<file path="src/rtl/fifo_flex.sv">
// Parametrised synchronous FIFO with standard or first-word-fall-through read,
// programmable almost thresholds, occupancy count and sticky error flags.
module fifo_flex #(
    parameter  int WIDTH         = 8,
    parameter  int DEPTH         = 4,
    parameter  int FWFT          = 0,
    parameter  int AFULL_THRESH  = DEPTH - 1,
    parameter  int AEMPTY_THRESH = 1,
    localparam int PTRWIDTH      = $clog2(DEPTH)
) (
    input  logic                clk,
    input  logic                rstn,
    input  logic                wr_en,
    input  logic [WIDTH-1:0]    wr_data,
    input  logic                rd_en,
    output logic [WIDTH-1:0]    rd_data,
    output logic                rd_valid,
    output logic                full,
    output logic                empty,
    output logic                almost_full,
    output logic                almost_empty,
    output logic [PTRWIDTH:0]   count,
    output logic                overflow,
    output logic                underflow,
    input  logic                clr_err
);

    localparam int CW = PTRWIDTH + 1;
    localparam logic [PTRWIDTH:0] AF_T    = CW'(AFULL_THRESH);
    localparam logic [PTRWIDTH:0] AE_T    = CW'(AEMPTY_THRESH);
    localparam logic [PTRWIDTH:0] PTR_ONE = CW'(1);

    logic [WIDTH-1:0]    mem_q [DEPTH];
    logic [PTRWIDTH:0]   wr_ptr_q, wr_ptr_d, rd_ptr_q, rd_ptr_d;
    logic [PTRWIDTH-1:0] wr_idx, rd_idx;
    logic                ovf_q, ovf_d, udf_q, udf_d;
    logic                rd_acc, wr_acc;

    assign wr_idx       = wr_ptr_q[PTRWIDTH-1:0];
    assign rd_idx       = rd_ptr_q[PTRWIDTH-1:0];
    assign empty        = (wr_ptr_q == rd_ptr_q);
    assign full         = (wr_ptr_q[PTRWIDTH] != rd_ptr_q[PTRWIDTH]) && (wr_idx == rd_idx);
    assign count        = wr_ptr_q - rd_ptr_q;
    assign almost_full  = (count >= AF_T);
    assign almost_empty = (count <= AE_T);
    assign overflow     = ovf_q;
    assign underflow    = udf_q;

    // A write while full is still accepted when a read frees the head slot.
    always_comb begin
        rd_acc   = rd_en && !empty;
        wr_acc   = wr_en && (!full || rd_en);
        wr_ptr_d = wr_acc ? wr_ptr_q + PTR_ONE : wr_ptr_q;
        rd_ptr_d = rd_acc ? rd_ptr_q + PTR_ONE : rd_ptr_q;
        ovf_d    = (wr_en && !wr_acc) || (ovf_q && !clr_err);
        udf_d    = (rd_en && empty)   || (udf_q && !clr_err);
    end

    always_ff @(posedge clk or negedge rstn) begin
        if (!rstn) begin
            wr_ptr_q <= '0;
            rd_ptr_q <= '0;
            ovf_q    <= 1'b0;
            udf_q    <= 1'b0;
        end else begin
            wr_ptr_q <= wr_ptr_d;
            rd_ptr_q <= rd_ptr_d;
            ovf_q    <= ovf_d;
            udf_q    <= udf_d;
        end
    end

    // Storage is deliberately left out of reset.
    always_ff @(posedge clk) begin
        if (wr_acc) mem_q[wr_idx] <= wr_data;
    end

    generate
        if (FWFT != 0) begin : g_fwft
            assign rd_data  = empty ? '0 : mem_q[rd_idx];
            assign rd_valid = !empty;
        end else begin : g_std
            logic [WIDTH-1:0] rd_data_q;
            logic             rd_valid_q;
            // Sampling the head with NBA gives read-before-write on write-through.
            always_ff @(posedge clk or negedge rstn) begin
                if (!rstn) begin
                    rd_data_q  <= '0;
                    rd_valid_q <= 1'b0;
                end else begin
                    rd_valid_q <= rd_acc;
                    if (rd_acc) rd_data_q <= mem_q[rd_idx];
                end
            end
            assign rd_data  = rd_data_q;
            assign rd_valid = rd_valid_q;
        end
    endgenerate

endmodule

</file>
<file path="config.mk">
export PLATFORM = sky130hd
export DESIGN_NAME = fifo_flex
export DESIGN_NICKNAME = d
export VERILOG_FILES = /design/src/rtl/fifo_flex.sv
export SDC_FILE = /design/constraint.sdc
export NUM_CORES = 1
export LEC_CHECK = 0
export CAP_MARGIN = 20
export CORE_MARGIN = 5
export CORE_UTILIZATION = 43
export CTS_BUF_LIST = sky130_fd_sc_hd__clkbuf_8
export DETAILED_ROUTE_END_ITERATION = 10
export PLACE_DENSITY = 0.62
export SLEW_MARGIN = 30
export SYNTH_ARGS = -nofsm -noshare
export SYNTH_HDL_FRONTEND = slang
export SYNTH_SLANG_ARGS = --single-unit
</file>
<file path="constraint.sdc">
create_clock -name clk -period 2.75 [get_ports clk]
set_input_delay 0.55 -clock clk [delete_from_list [all_inputs] [get_ports clk]]
set_output_delay 0.55 -clock clk [all_outputs]
set_load 0.02 [all_outputs]
</file>
==> impl_metrics.toml, run 1 <==
[run_status]
outcome = "complete, no violations"

[routing]
ant_nets = 0
drc = 0
wire_per_inst_um = 17.0
routed_wl_um = 3410
via_count = 1010
viasPerCell = 5.05
first_iter_violations = 81
drt_pre_antenna_iters = 4

[final_layout]
syn_to_final_growth_pct = 21.6
drive_above_1_share_pct = 21.2
fillCellCount = 377
diodes = 0
final_cell_area_um2 = 2480
nets = 166
final_cells = 200

[synth]
synth_top_area_cell = "edfxtp_1"
syn_avg_cell_area_um2 = 18.7
syn-num-nets = 130
synth-warning-count = 0
synthTopCellsByCount = "edfxtp_1 (32), dfrtp_1 (17), inv_1 (9), mux2_4 (8), mux4_2 (8)"
syn_area_um2 = 2040
synthFlopType = "edfxtp_1"
yosys-top-cells-area = "edfxtp_1 (47%), dfrtp_1 (21%), mux4_2 (8.8%), mux2_4 (5.9%), ha_1 (4.3%)"
synth_cells = 109
yosys.cell_count.top_type = "edfxtp_1"
ys_seq_area_share_pct = 67.9
synth_top_area_share_pct = 47.1
synth_edf_count = 32
synthArstFlopShare_pct = 34.7
netlist-cell-type-count = 24
yosys_register_bits = 49

[floorplan]
io_pins = 31
rows = 25
start_util_pct = 43.8
die_height_um = 78.9
design.die.area_um2 = 6230
core_um2 = 4660
fp.dieW_um = 78.9

[clocking]
cts.reportedPaths.clkPinSlew_ns = 0.08
cts_hold_buf = 0
cts.htree.levels = 2
cts_root_buffer = "clkbuf_8"
cts.sinks = 49
cts_tree = "done"
clock_latency_ns = 0.29
clock_path_buffers = 2
ctsResizeCount = 5
post_cts_buffers = 0
cts_buffers = 5

[sta]
fin_crit_sh_pct = 95.2
min_period_ns = 2.62
rsz0062_at_grt = "no"
slew-limit-headroom_pct = 46.8
slew_violations = 0
tightest_slew_ns = 0.798
report.final.hold_viol_count = 0
max_freq_mhz = 382
skew_ns = 0.00770
finalSetupViolations = 0
setup_tns_ns = 0

[placed_design]
place_area_um2 = 2400
portBuffers = 30
place.gp.congestion = 0.751
dp_cells = 192
place_hpwl_um = 2400

[global_route]
grt-ovfl-total = 0
grt_pass1_vias = 1109
grt_max_degree = 18
grt_pass1_wl_um = 5660
antenna_found_initial = 0
gr-usage-all-layers_pct = 12.5

[flow_run]
drv_cap = 0

[power]
swShare_pct = 36.9
seqPwrFrac_pct = 36.3
peakVddDrop_uv = 705
p_leak_nw = 0.999
p_int_mw = 1.99
share_comb_of_total_power_pct = 51.7
pwr-share-clk_pct = 12.1
power.density_nw_per_um2 = 1270
switchingPower_mw = 1.17

[worst_setup_path]
path_max_fanout = 7
critPathKind = "flop to primary output"
path_delay_family = "buffers and inverters"
max_stage_delay_ns = 0.62
cp.required_ns = 2.20
critPathCaptureType = "primary output"
worstPathArrival_ns = 2.07
cp_slowest_cell = "clkdlybuf4s50_1"
crit_chain = "inv_1, ha_1, nand2_1, nor2_1, clkdlybuf4s50_1"
critPathBufInv = 2
cp-start-kind = "flop"

[worst_hold_path]
min_path_type = "input port to asynchronous set/reset pin"
==> routing by layer <==
layer	global-route usage, %	vias up	routed length, µm	part of all wire (%)
met5	0	-	0	0
met4	5.15	0	38	1.1
met3	3.63	4	155	4.5
met2	21.7	24	1800	53
met1	14.5	506	1410	41
li1	-	476	-	-
==> flip-flops by register name, indices dropped and copies added, names as in the netlist <==
| register | cells |
|---|---|
| wr_ptr_q | 3 |
| mem_q | 32 |
| rd_ptr_q | 3 |
| overflow | 1 |
| underflow | 1 |
| rd_valid | 1 |
| rd_data | 8 |
==> stage by stage <==
stage	setup slack, ns	power (mW)	hold WS [ns]	util [%]
floorplan	0.299	2.23	0.254	-
global placement	0.201	2.83	0.476	51.6
detailed placement	0.101	2.88	0.485	51.6
CTS	0.0762	3.21	0.503	53.4
global route	0.00565	3.37	0.197	53.3
finish	0.132	3.16	0.178	53.3
==> layout make-up <==
cell class | count | area, µm² | share of cell area (%)
sequential | 49 | 1390 | 55.8
clock inverter | 3 | 11.3 | 0.454
clock buffer | 5 | 68.8 | 2.77
timing repair buffer | 32 | 305 | 12.3
tap | 54 | 67.6 | 2.72
multi-input combinational | 48 | 609 | 24.5
inverter | 9 | 33.8 | 1.36
==> cells by family (layout without fill, tap and decap cells) <==
logic type / count (synthesis) / in the layout / share of synthesized area [%]
buffers and inverters: 12 / 49 / 2.63
XOR/XNOR: 7 / 7 / 3.37
adder cells (fa/ha/maj): 8 / 8 / 5.27
AND/OR/NAND/NOR: 8 / 8 / 1.96
AO/OA/AOI/OAI: 7 / 7 / 3.06
flip-flops: 49 / 49 / 67.9
multiplexers: 18 / 18 / 15.8
==> layout by cell type, fill, tap and decap left out <==
cell type and instances:
a21o_1 1, a22o_1 1, and3_1 3, buf_2 1, buf_4 2, clkbuf_2 1, clkbuf_8 5, clkdlybuf4s15_1 1
clkdlybuf4s50_1 24, dfrtp_1 17, dlygate4sd2_1 2, dlymetal6s2s_1 1, edfxtp_1 32, fa_1 1, ha_1 7, inv_1 12
mux2_2 2, mux2_4 8, mux4_2 8, nand2_1 1, nor2_1 3, o211ai_1 1, o21ai_2 1, o2bb2ai_1 1
o311ai_1 1, o31ai_2 1, or3_1 1, xnor2_1 5, xnor2_2 1, xor2_2 1
==> worst paths after layout <==
| check | start | to | slack (ns) | depth (start not counted) |
|---|---|---|---|---|
| min reg2reg | overflow | overflow | 0.49 | 1 |
| max in group asynchronous | rstn | rd_data[7] | 2.28 | 1 |
| max reg2reg | wr_ptr_q[0] | rd_data[3] | 0.53 | 5 |
| min in group clk | overflow | overflow | 0.49 | 1 |
| min | rstn | underflow | 0.18 | 1 |
| max | wr_ptr_q[0] | full | 0.13 | 5 |
==> power by group through the flow <==
stage	clock network, mW	logic [mW]	registers (mW)
2_1_floorplan	0	0.987	1.24
3_3_place_gp	0	1.68	1.15
3_5_place_dp	0	1.71	1.16
4_1_cts	0.394	1.67	1.15
5_1_grt	0.430	1.77	1.17
6_report	0.381	1.63	1.15
No activity file was read; power rests on OpenSTA's default activity.
==> run 2: changes to the inputs <==
Settings changed: CAP_MARGIN 20 to unset.
==> results of run 2 <==
Final layout, timing and power as in run 1 (identical DEF).
==> run 3: changes to the inputs <==
Settings changed: SKIP_CTS_REPAIR_TIMING set to 1.
==> run 3 against run 2 <==
Compared with the run above:
- critical path depth did not move
- utilization rose by 0.38 points
- clock-buffer cell count did not move
- sequential power barely moved
- first-iteration DRC count did not move
- sequential cell count did not move
- sequential share of layout area fell by 0.39 points
- fmax did not move
- worst setup slack did not move
- highest routed layer unchanged
==> impl_metrics.toml, run 3 (synthesis gave the netlist of run 1 again) <==
[floorplan]
design.die.area_um2 = 6230
io_pins = 31
die_height_um = 78.9
core_um2 = 4660
rows = 25
start_util_pct = 43.8
fp.dieW_um = 78.9

[clocking]
clock_latency_ns = 0.29
cts_buffers = 5
cts_root_buffer = "clkbuf_8"
cts_tree = "done"
cts.reportedPaths.clkPinSlew_ns = 0.08
cts.htree.levels = 2
cts.sinks = 49
clock_path_buffers = 2

[worst_setup_path]
path_delay_family = "buffers and inverters"
worstReg2RegStart = "wr_ptr_q[0]"
rrSetupSlack_ns = 0.53
cp.required_ns = 2.20
r2r_cells = 5
reg2reg_to = "rd_data[3]"
cp_slowest_cell = "clkdlybuf4s50_1"
max_stage_delay_ns = 0.62
crit_chain = "inv_1, ha_1, nand2_1, nor2_1, clkdlybuf4s50_1"
critPathCaptureType = "primary output"
critPathBufInv = 2
path_max_fanout = 7
cp-start-kind = "flop"
worstPathArrival_ns = 2.07
critPathKind = "flop to primary output"

[final_layout]
layout_common_cells = "edfxtp_1 (32), clkdlybuf4s50_1 (24), dfrtp_1 (17), inv_1 (12)"
largest_register_ffs = 32
regArea_um2 = 1390
diodes = 0
final_cell_area_um2 = 2500
regMostFlops = "mem_q"
layout_commonest_cell = "edfxtp_1"
drive_above_1_share_pct = 20.5
nets = 166
syn_to_final_growth_pct = 22.4
fillCellCount = 373
multi_input_area_um2 = 609

[routing]
drc = 0
via_count = 1012
drt_pre_antenna_iters = 4
routed_wl_um = 3430
met3_length_um = 156
wire_per_inst_um = 17.1
met1_length_um = 1420
dr.max_layer_used = "met4"
wl_met2_um = 1810
first_iter_violations = 81
ant_nets = 0
viasPerCell = 5.06

[sta]
slew_violations = 0
skew_ns = 0.00770
rsz0062_at_grt = "no"
tightest_slew_ns = 0.798
finalSetupViolations = 0
min_period_ns = 2.62
report.final.hold_viol_count = 0
whs_ns = 0.178
slew-limit-headroom_pct = 46.8
max_freq_mhz = 382
fin_crit_sh_pct = 95.2

[power]
power.density_nw_per_um2 = 1290
peakVddDrop_uv = 590
p_leak_nw = 1.03
totalPowerFinal_mw = 3.22

[global_route]
grt_max_degree = 18
antenna_found_initial = 0
grt-ovfl-total = 0
grt_pass1_wl_um = 5620
grt_pass1_vias = 1101
gr-usage-all-layers_pct = 12.4

[placed_design]
portBuffers = 30
place_area_um2 = 2400
place.gp.congestion = 0.751
place_hpwl_um = 2400

[worst_hold_path]
min_path_type = "input port to asynchronous set/reset pin"

[run_status]
outcome = "complete, no violations"

[flow_run]
drv_cap = 0
run 3: cell types whose count changed in the layout (fill, tap and decap cells not counted), sizes merged:
cell / previous run / this run
dlymetal6s2s: 1 / 5
dlygate4sd2: 2 / 0
clkbuf: 6 / 5
clkdlybuf4s15: 1 / 0
run 3: stage by stage:
step / setup slack (ns) / utilization [%] / std cells / TNS [ns]
after floorplan: 0.299 / - / 109 / 0
after global placement: 0.201 / 51.6 / 192 / 0
after detailed placement: 0.101 / 51.6 / 192 / 0
after CTS: -0.226 / 53.3 / 200 / -0.541
after global routing: 0.0528 / 53.6 / 200 / 0
final: 0.132 / 53.6 / 200 / 0
run 3: how the worst max path moves through the flow:
| stage | start | end | cells past startpoint |
|---|---|---|---|
| after global placement | wr_ptr_q[0] | almost_full | 7 |
| after floorplan | rd_ptr_q[1] | almost_full | 5 |
| final | wr_ptr_q[0] | full | 5 |
| after CTS | wr_ptr_q[0] | almost_full | 7 |
| after global routing | wr_ptr_q[0] | almost_full | 7 |
| after detailed placement | wr_ptr_q[0] | almost_full | 7 |
run 3: area by class of cell:
| type | count | share of cell area [%] |
|---|---|---|
| Clock buffer | 5 | 2.75 |
| Clock inverter | 3 | 0.450 |
| Inverter | 9 | 1.35 |
| Multi-Input combinational cell | 48 | 24.4 |
| Sequential cell | 49 | 55.5 |
| Tap cell | 54 | 2.70 |
| Timing Repair Buffer | 32 | 12.9 |
run 3: where the power goes:
| group | switching (mW) | internal (mW) |
|---|---|---|
| Combinational | 0.840 | 0.852 |
| Sequential | 0.119 | 1.03 |
| Clock | 0.212 | 0.170 |
| Total | 1.17 | 2.05 |
run 3: per-layer routing:
layer  up-vias  track usage, %
met3         4            3.63
met5         -               0
met2        24            21.6
met1       508            14.3
li1        476               -
met4         0            5.15
